==> src/rtl/timer_ctrl_161.sv <==
// Sequencer for a cascaded 74x161 timer chain: drives clr/load/enables, counts periods off the chain's RCO.
// State is registered; enp/ld_n/done react to ctr_rco in the same cycle so periodic reloads have no dead cycle.
`timescale 1ns/1ps
module timer_ctrl_161 #(
  parameter  int STAGES  = 2,
  parameter  int TALLY_W = 8,
  localparam int W       = 4 * STAGES
) (
  input  logic               clk,
  input  logic               rst,
  input  logic               start,
  input  logic               stop,
  input  logic               pause,
  input  logic               periodic,
  input  logic [W-1:0]       preset,
  input  logic               ctr_rco,
  output logic               ctr_clr_n,
  output logic               ctr_ld_n,
  output logic               ctr_enp,
  output logic               ctr_ent,
  output logic [W-1:0]       ctr_d,
  output logic               busy,
  output logic               done,
  output logic [TALLY_W-1:0] tally
);

  typedef enum logic [2:0] {S_CLEAR, S_IDLE, S_LOAD, S_RUN, S_PAUSE} state_t;

  state_t               state_q, state_d;
  logic [W-1:0]         preset_q, preset_d;
  logic                 periodic_q, periodic_d;
  logic [TALLY_W-1:0]   tally_q, tally_d, tally_inc;

  assign tally_inc = (&tally_q) ? tally_q : tally_q + 1'b1;

  always_comb begin
    state_d    = state_q;
    preset_d   = preset_q;
    periodic_d = periodic_q;
    tally_d    = tally_q;
    ctr_clr_n  = 1'b1;
    ctr_ld_n   = 1'b1;
    ctr_enp    = 1'b0;
    ctr_ent    = 1'b0;
    busy       = 1'b0;
    done       = 1'b0;

    case (state_q)
      S_CLEAR: begin
        ctr_clr_n = 1'b0;
        state_d   = S_IDLE;
      end
      S_IDLE: begin
        if (stop) begin
          state_d = S_CLEAR;
        end else if (start) begin
          preset_d   = preset;
          periodic_d = periodic;
          tally_d    = '0;
          state_d    = S_LOAD;
        end
      end
      S_LOAD: begin
        busy     = 1'b1;
        ctr_ld_n = 1'b0;
        if (stop)       state_d = S_CLEAR;
        else if (pause) state_d = S_PAUSE;
        else            state_d = S_RUN;
      end
      S_RUN: begin
        busy    = 1'b1;
        ctr_ent = 1'b1;
        // Priority: stop, then pause (counter holds, terminal count is re-seen later), then terminal count.
        if (stop) begin
          state_d = S_CLEAR;
        end else if (pause) begin
          state_d = S_PAUSE;
        end else if (ctr_rco) begin
          done    = 1'b1;
          tally_d = tally_inc;
          if (periodic_q) begin
            ctr_ld_n = 1'b0;
            ctr_enp  = 1'b1;
          end else begin
            state_d = S_IDLE;
          end
        end else begin
          ctr_enp = 1'b1;
        end
      end
      S_PAUSE: begin
        busy    = 1'b1;
        ctr_ent = 1'b1;
        if (stop)        state_d = S_CLEAR;
        else if (!pause) state_d = S_RUN;
      end
      default: state_d = S_CLEAR;
    endcase

    if (rst) begin
      ctr_clr_n = 1'b0;
      ctr_ld_n  = 1'b1;
      ctr_enp   = 1'b0;
      ctr_ent   = 1'b0;
      busy      = 1'b0;
      done      = 1'b0;
    end
  end

  assign ctr_d = rst ? '0 : preset_q;
  assign tally = tally_q;

  always_ff @(posedge clk) begin
    if (rst) begin
      state_q    <= S_CLEAR;
      preset_q   <= '0;
      periodic_q <= 1'b0;
      tally_q    <= '0;
    end else begin
      state_q    <= state_d;
      preset_q   <= preset_d;
      periodic_q <= periodic_d;
      tally_q    <= tally_d;
    end
  end

endmodule

==> config.mk <==
export PLATFORM = sky130hd
export DESIGN_NAME = timer_ctrl_161
export DESIGN_NICKNAME = d
export VERILOG_FILES = /design/src/rtl/timer_ctrl_161.sv
export SDC_FILE = /design/constraint.sdc
export NUM_CORES = 1
export LEC_CHECK = 0
export ABC_AREA = 1
export BUFFER_PORTS_ARGS = -buffer_cell sky130_fd_sc_hd__buf_2
export CORE_UTILIZATION = 45
export CTS_BUF_LIST = sky130_fd_sc_hd__clkbuf_4 sky130_fd_sc_hd__clkbuf_8
export DETAILED_ROUTE_END_ITERATION = 6
export PLACE_DENSITY = 0.75
export SLEW_MARGIN = 20
export SYNTH_ARGS = -nofsm -noshare
export SYNTH_HDL_FRONTEND = slang
export SYNTH_SLANG_ARGS = --single-unit
==> constraint.sdc <==
create_clock -name clk -period 4.22 [get_ports clk]
set_input_delay 0.211 -clock clk [delete_from_list [all_inputs] [get_ports clk]]
set_output_delay 0.211 -clock clk [all_outputs]
set_load 0.02 [all_outputs]
# Word level (Yosys, flattened, before mapping)
# Cells that the tools add are included.
dict set report classes {
  add_sub_neg 1
  eq_ne 14
  n_mux 42
  bitwise 1
  n_reduce_logical 8
}
# op n
set op_table {}
lappend op_table {{$mux 8} 7}
lappend op_table {{$mux 3} 10}
lappend op_table {{$mux 1} 22}
lappend op_table {{$pmux 8 s2} 1}
lappend op_table {{$pmux 3 s5} 1}
lappend op_table {{$ne 2x2->1 const B} 6}
lappend op_table {{$add 8x1->8 const B} 1}
lappend op_table {{$ne 4x4->1 const B} 2}
lappend op_table {{$reduce_and 8->1} 1}
lappend op_table {{$reduce_and 7->1} 1}
lappend op_table {{$eq 3x2->1 const B} 2}
lappend op_table {{$ne 3x3->1 const B} 2}
lappend op_table {{$reduce_and 4->1} 1}
lappend op_table {{$eq 3x1->1 const B} 1}
lappend op_table {{$eq 3x3->1 const B} 1}
lappend op_table {{$logic_not 3->1} 1}
lappend op_table {{$reduce_and 3->1} 1}
lappend op_table {{$reduce_or 3->1} 1}
lappend op_table {{$pmux 1 s2} 1}
lappend op_table {{$reduce_bool 2->1} 1}
lappend op_table {{$reduce_or 2->1} 1}
lappend op_table {{$not 1->1} 1}
dict set report totals {
  ff_bits 20
  inputBits 15
  output_inout_bits 22
  elab_cells 70
}

# Longest topological paths before layout
dict set report logic_depth {
  depth_word 6
  ltp_mapped 10
}

# Least setup slack after synthesis
# Ideal clock, no wire load.
dict set report synth_timing {
  path_type {register to output}
  start {register state_q[1]}
  end {output ctr_ld_n}
  arrival_ns 1.622
  t_required_ns 4.009
  path_slack_ns 2.387
  path_stages_with_launch 7
  path_buffers 1
  path_cell_list {dfxtp_1 buf_2 nand2_1 nor2_2 nand2_1 nor3_1 a22oi_1}
}
dict set report synth_via {
  elab_chain_len 3
  word_cells_on_any_way 4
}
# element line
set synth_lines {}
lappend synth_lines {{start, declared} 29} ;# state_t state_q, state_d;
lappend synth_lines {{start signal, assigned} 120} ;# state_q <= state_d;
lappend synth_lines {{$eq 3x2->1} 48} ;# case (state_q)
lappend synth_lines {{$pmux 1 s2 (*)} 48}
lappend synth_lines {{$mux 1 (*)} 100} ;# if (rst) begin
lappend synth_lines {{end, declared} 18} ;# output logic ctr_ld_n,
# Mark *: on every way between the ends. The rest lies on a longest branch, timed or not.

# Worst setup path after layout
# Ends and elaborated chain as after synthesis.

==> key figures <==
Logic synthesis
  • Net Count, Synth: 196
  • Number of synthesis warnings: 0
  • Unique masters post-synth: 25
  • Area leader, netlist: dfxtp_1
  • Cells after synthesis: 180
  • Sequential element share of the synthesized area: 34.7%
  • Synth area leaders: dfxtp_1 35%, nand2_1 11%, nor2_1 9.4%
  • Synth top area share: 34.7%
  • Synthesized flop and latch total: 20
  • Syn Area/Cell: 6.42 sq um
  • Mapped cell area: 1150 sq um

Worst setup path
  • CP max stage delay: 0.50 ns
  • CP max FO: 8
  • Setup crit end kind: primary output
  • WP data arrival: 1.83 ns
  • Crit Path Category: register to primary output
  • Worst setup SP type: register
  • Worst path required time: 4.01 ns
  • Worst path cell trace: nand2_1 > nor2_2 > nand2_1 > nor3_1 > a22oi_1 > buf_2
  • CP max stage cell: dfxtp_1
  • Most used cell along the critical path: nand2_1

Global route
  • All-Layer GR Usage: 23.6%
  • Initial antenna violation count: 0
  • Grt met2 use: 43.5%
  • GR Util met3: 3.48%
  • Met1 GRT Util: 26.0%
  • Grt total ovfl: 0
  • Global-route wire length before repair: 4690 um
  • Pin count of the biggest net entering global routing: 21
  • Vias in the first global route: 1111
  • GR peak layer: met2

Placed design
  • I/O Buffers: 36
  • GPL Wtd Cong: 0.870
  • DPL Wire Length: 2020 um
  • Area after DPL: 1350 sq um
  • Post-Place Cells: 239

Timing
  • Min Tclk post-route: 2.04 ns
  • Highest clock rate: 0.491 GHz
  • Worst Tran Pin Value: 0.446 ns
  • Final Cycle Share: 48.3%
  • Setup tns final: 0 ns
  • Slew headroom: 70.2%
  • Setup violators final: 0
  • Clock skew: 0.00161 ns
  • Max Slew Vio Count: 0
  • Hold slack: 0.159 ns
  • Final Hold Viols: 0
  • Unrepaired setup endpoints after global routing: no

Finish
  • Antenna Cells: 0
  • Area occupied by multi-input gates: 633 sq um
  • Commonest non-fill, non-tap cells in the layout: 36 x buf_2, 34 x nand2_1, 29 x nor2_1
  • Layout Cells excl Fill: 243
  • Fraction of layout cells with a size suffix above 1: 25.1%
  • Most common cell after layout, fill and taps aside: buf_2
  • Final Util: 60.4%
  • Design Area, Final: 1400 sq um
  • Sequential cell area: 400 sq um
  • Nets: 232
  • Area Growth Syn to Fin: 21.3%
  • Fillers: 236

Clock tree
  • Total clock sinks: 20
  • Setup Fix Bufs, Post-CTS: 0
  • Maximum buffer depth of the clock tree: 2
  • Root Driver: clkbuf_4
  • Post_cts resized: 0
  • Hold_buf cts: 0
  • CTS H-tree depth: 1
  • Cts bufs inserted: 3
  • Worst skew pair latency: 0.32 ns
  • Clk slew on worst S/H paths: 0.12 ns
  • CTS tree: yes

Drt
  • Vias per inst: 5.32
  • Iteration count of the initial detailed-routing pass: 4
  • Initial DRC Count: 28
  • Vias: 1292
  • Routed wire length: 2840 um
  • Final antenna-violating net count: 0
  • Wire length per cell: 11.7 um
  • Residual DRC: 0

Pwr
  • Sw frac: 29.2%
  • Clock share of power: 36.2%
  • Switching Power: 133 uW
  • Comb pwr share: 18.1%
  • Power per cell area: 325 nW/um^2
  • Pint: 323 uW
  • Reg power frac: 45.6%
  • Static Leakage: 0.000668 uW
  • VDD IR-drop max: 258 uV

Floorplan
  • Die Span Y: 52.7 um
  • Initial cell density of the core: 49.8%
  • # IOs: 37
  • Core area: 2320 sq um
  • Die width: 52.7 um
  • Core Rows: 17
  • Die ar.: 2770 sq um

Status
  • Run status: complete, no violations

Worst hold path
  • Hold crit path type: input pin to register

Flow run
  • Max Cap Violations: 0
==> cells in the mapped netlist <==
cell,number
nand2_4,1
nand3_2,1
buf_2,2
nor2_2,3
clkbuf_1,3
nor2_1,29
o21bai_1,1
o21ai_0,12
inv_1,23
nor3_1,5
nand2_1,34
a31oi_1,1
a21oi_2,3
dfxtp_1,20
a22oi_1,1
inv_2,2
nand3_1,14
and2_1,1
ha_1,1
and3_1,1
inv_4,1
nand4_1,2
a21oi_1,16
nor2_4,1
nand4_2,2
==> cell families (layout without fill, tap and decap cells) <==
family,Yosys count,count (layout),share of synthesized area (%)
buf+inv,31,66,10.5
simple gates,94,94,37.5
compound gates,34,34,16.3
flops,20,20,34.7
fa+ha+maj,1,1,1.08
==> critical path, delay by kind of cell, from the launching register on <==
family / cells / cell delay, ns
buf+inv: 1 / 0.19
simple gates: 4 / 0.70
flops: 1 / 0.50
compound gates: 1 / 0.11
==> cell type report <==
| type | instances | area share (%) |
|---|---|---|
| clock buffer | 3 | 1.61 |
| inverter | 26 | 7.14 |
| timing repair buffer | 36 | 12.9 |
| clock inverter | 1 | 2.14 |
| multi-input combinational | 129 | 45.2 |
| sequential | 20 | 28.6 |
| tap | 28 | 2.50 |
==> worst paths after layout <==
path	from	endpoint	slack [ns]	depth (start not counted)
setup / recovery	state_q[1]	ctr_ld_n	2.18	6
hold / removal	preset[2]	preset_q[2]	0.16	3
setup reg to reg	tally[0]	tally[7]	2.65	9
hold reg to reg	preset_q[3]	preset_q[3]	0.46	2
==> registers in the layout (all words and copies together) (netlist names) <==
register / count
tally: 8
state_q: 3
preset_q: 8
periodic_q: 1
==> power by group through the flow <==
stage	Combinational (uW)	Sequential, uW	Clock [uW]
2_1_floorplan	59.5	210	0
3_3_place_gp	79.7	211	0
3_5_place_dp	81.3	212	0
4_1_cts	81.8	208	168
5_1_grt	92.3	210	176
6_report	82.7	208	165
==> metrics by stage <==
step,worst slack [ns],power (uW)
6_report,2.18,456
3_3_place_gp,2.71,291
2_1_floorplan,2.39,270
4_1_cts,2.19,458
5_1_grt,2.01,478
3_5_place_dp,2.62,294
==> per-layer routing <==
metal  up-vias  wire length (um)
met5         -                 0
met4         0                52
met3         5               130
met2        56              1410
met1       581              1240
li1        650                 -
Power figures use the tool's default switching activity.
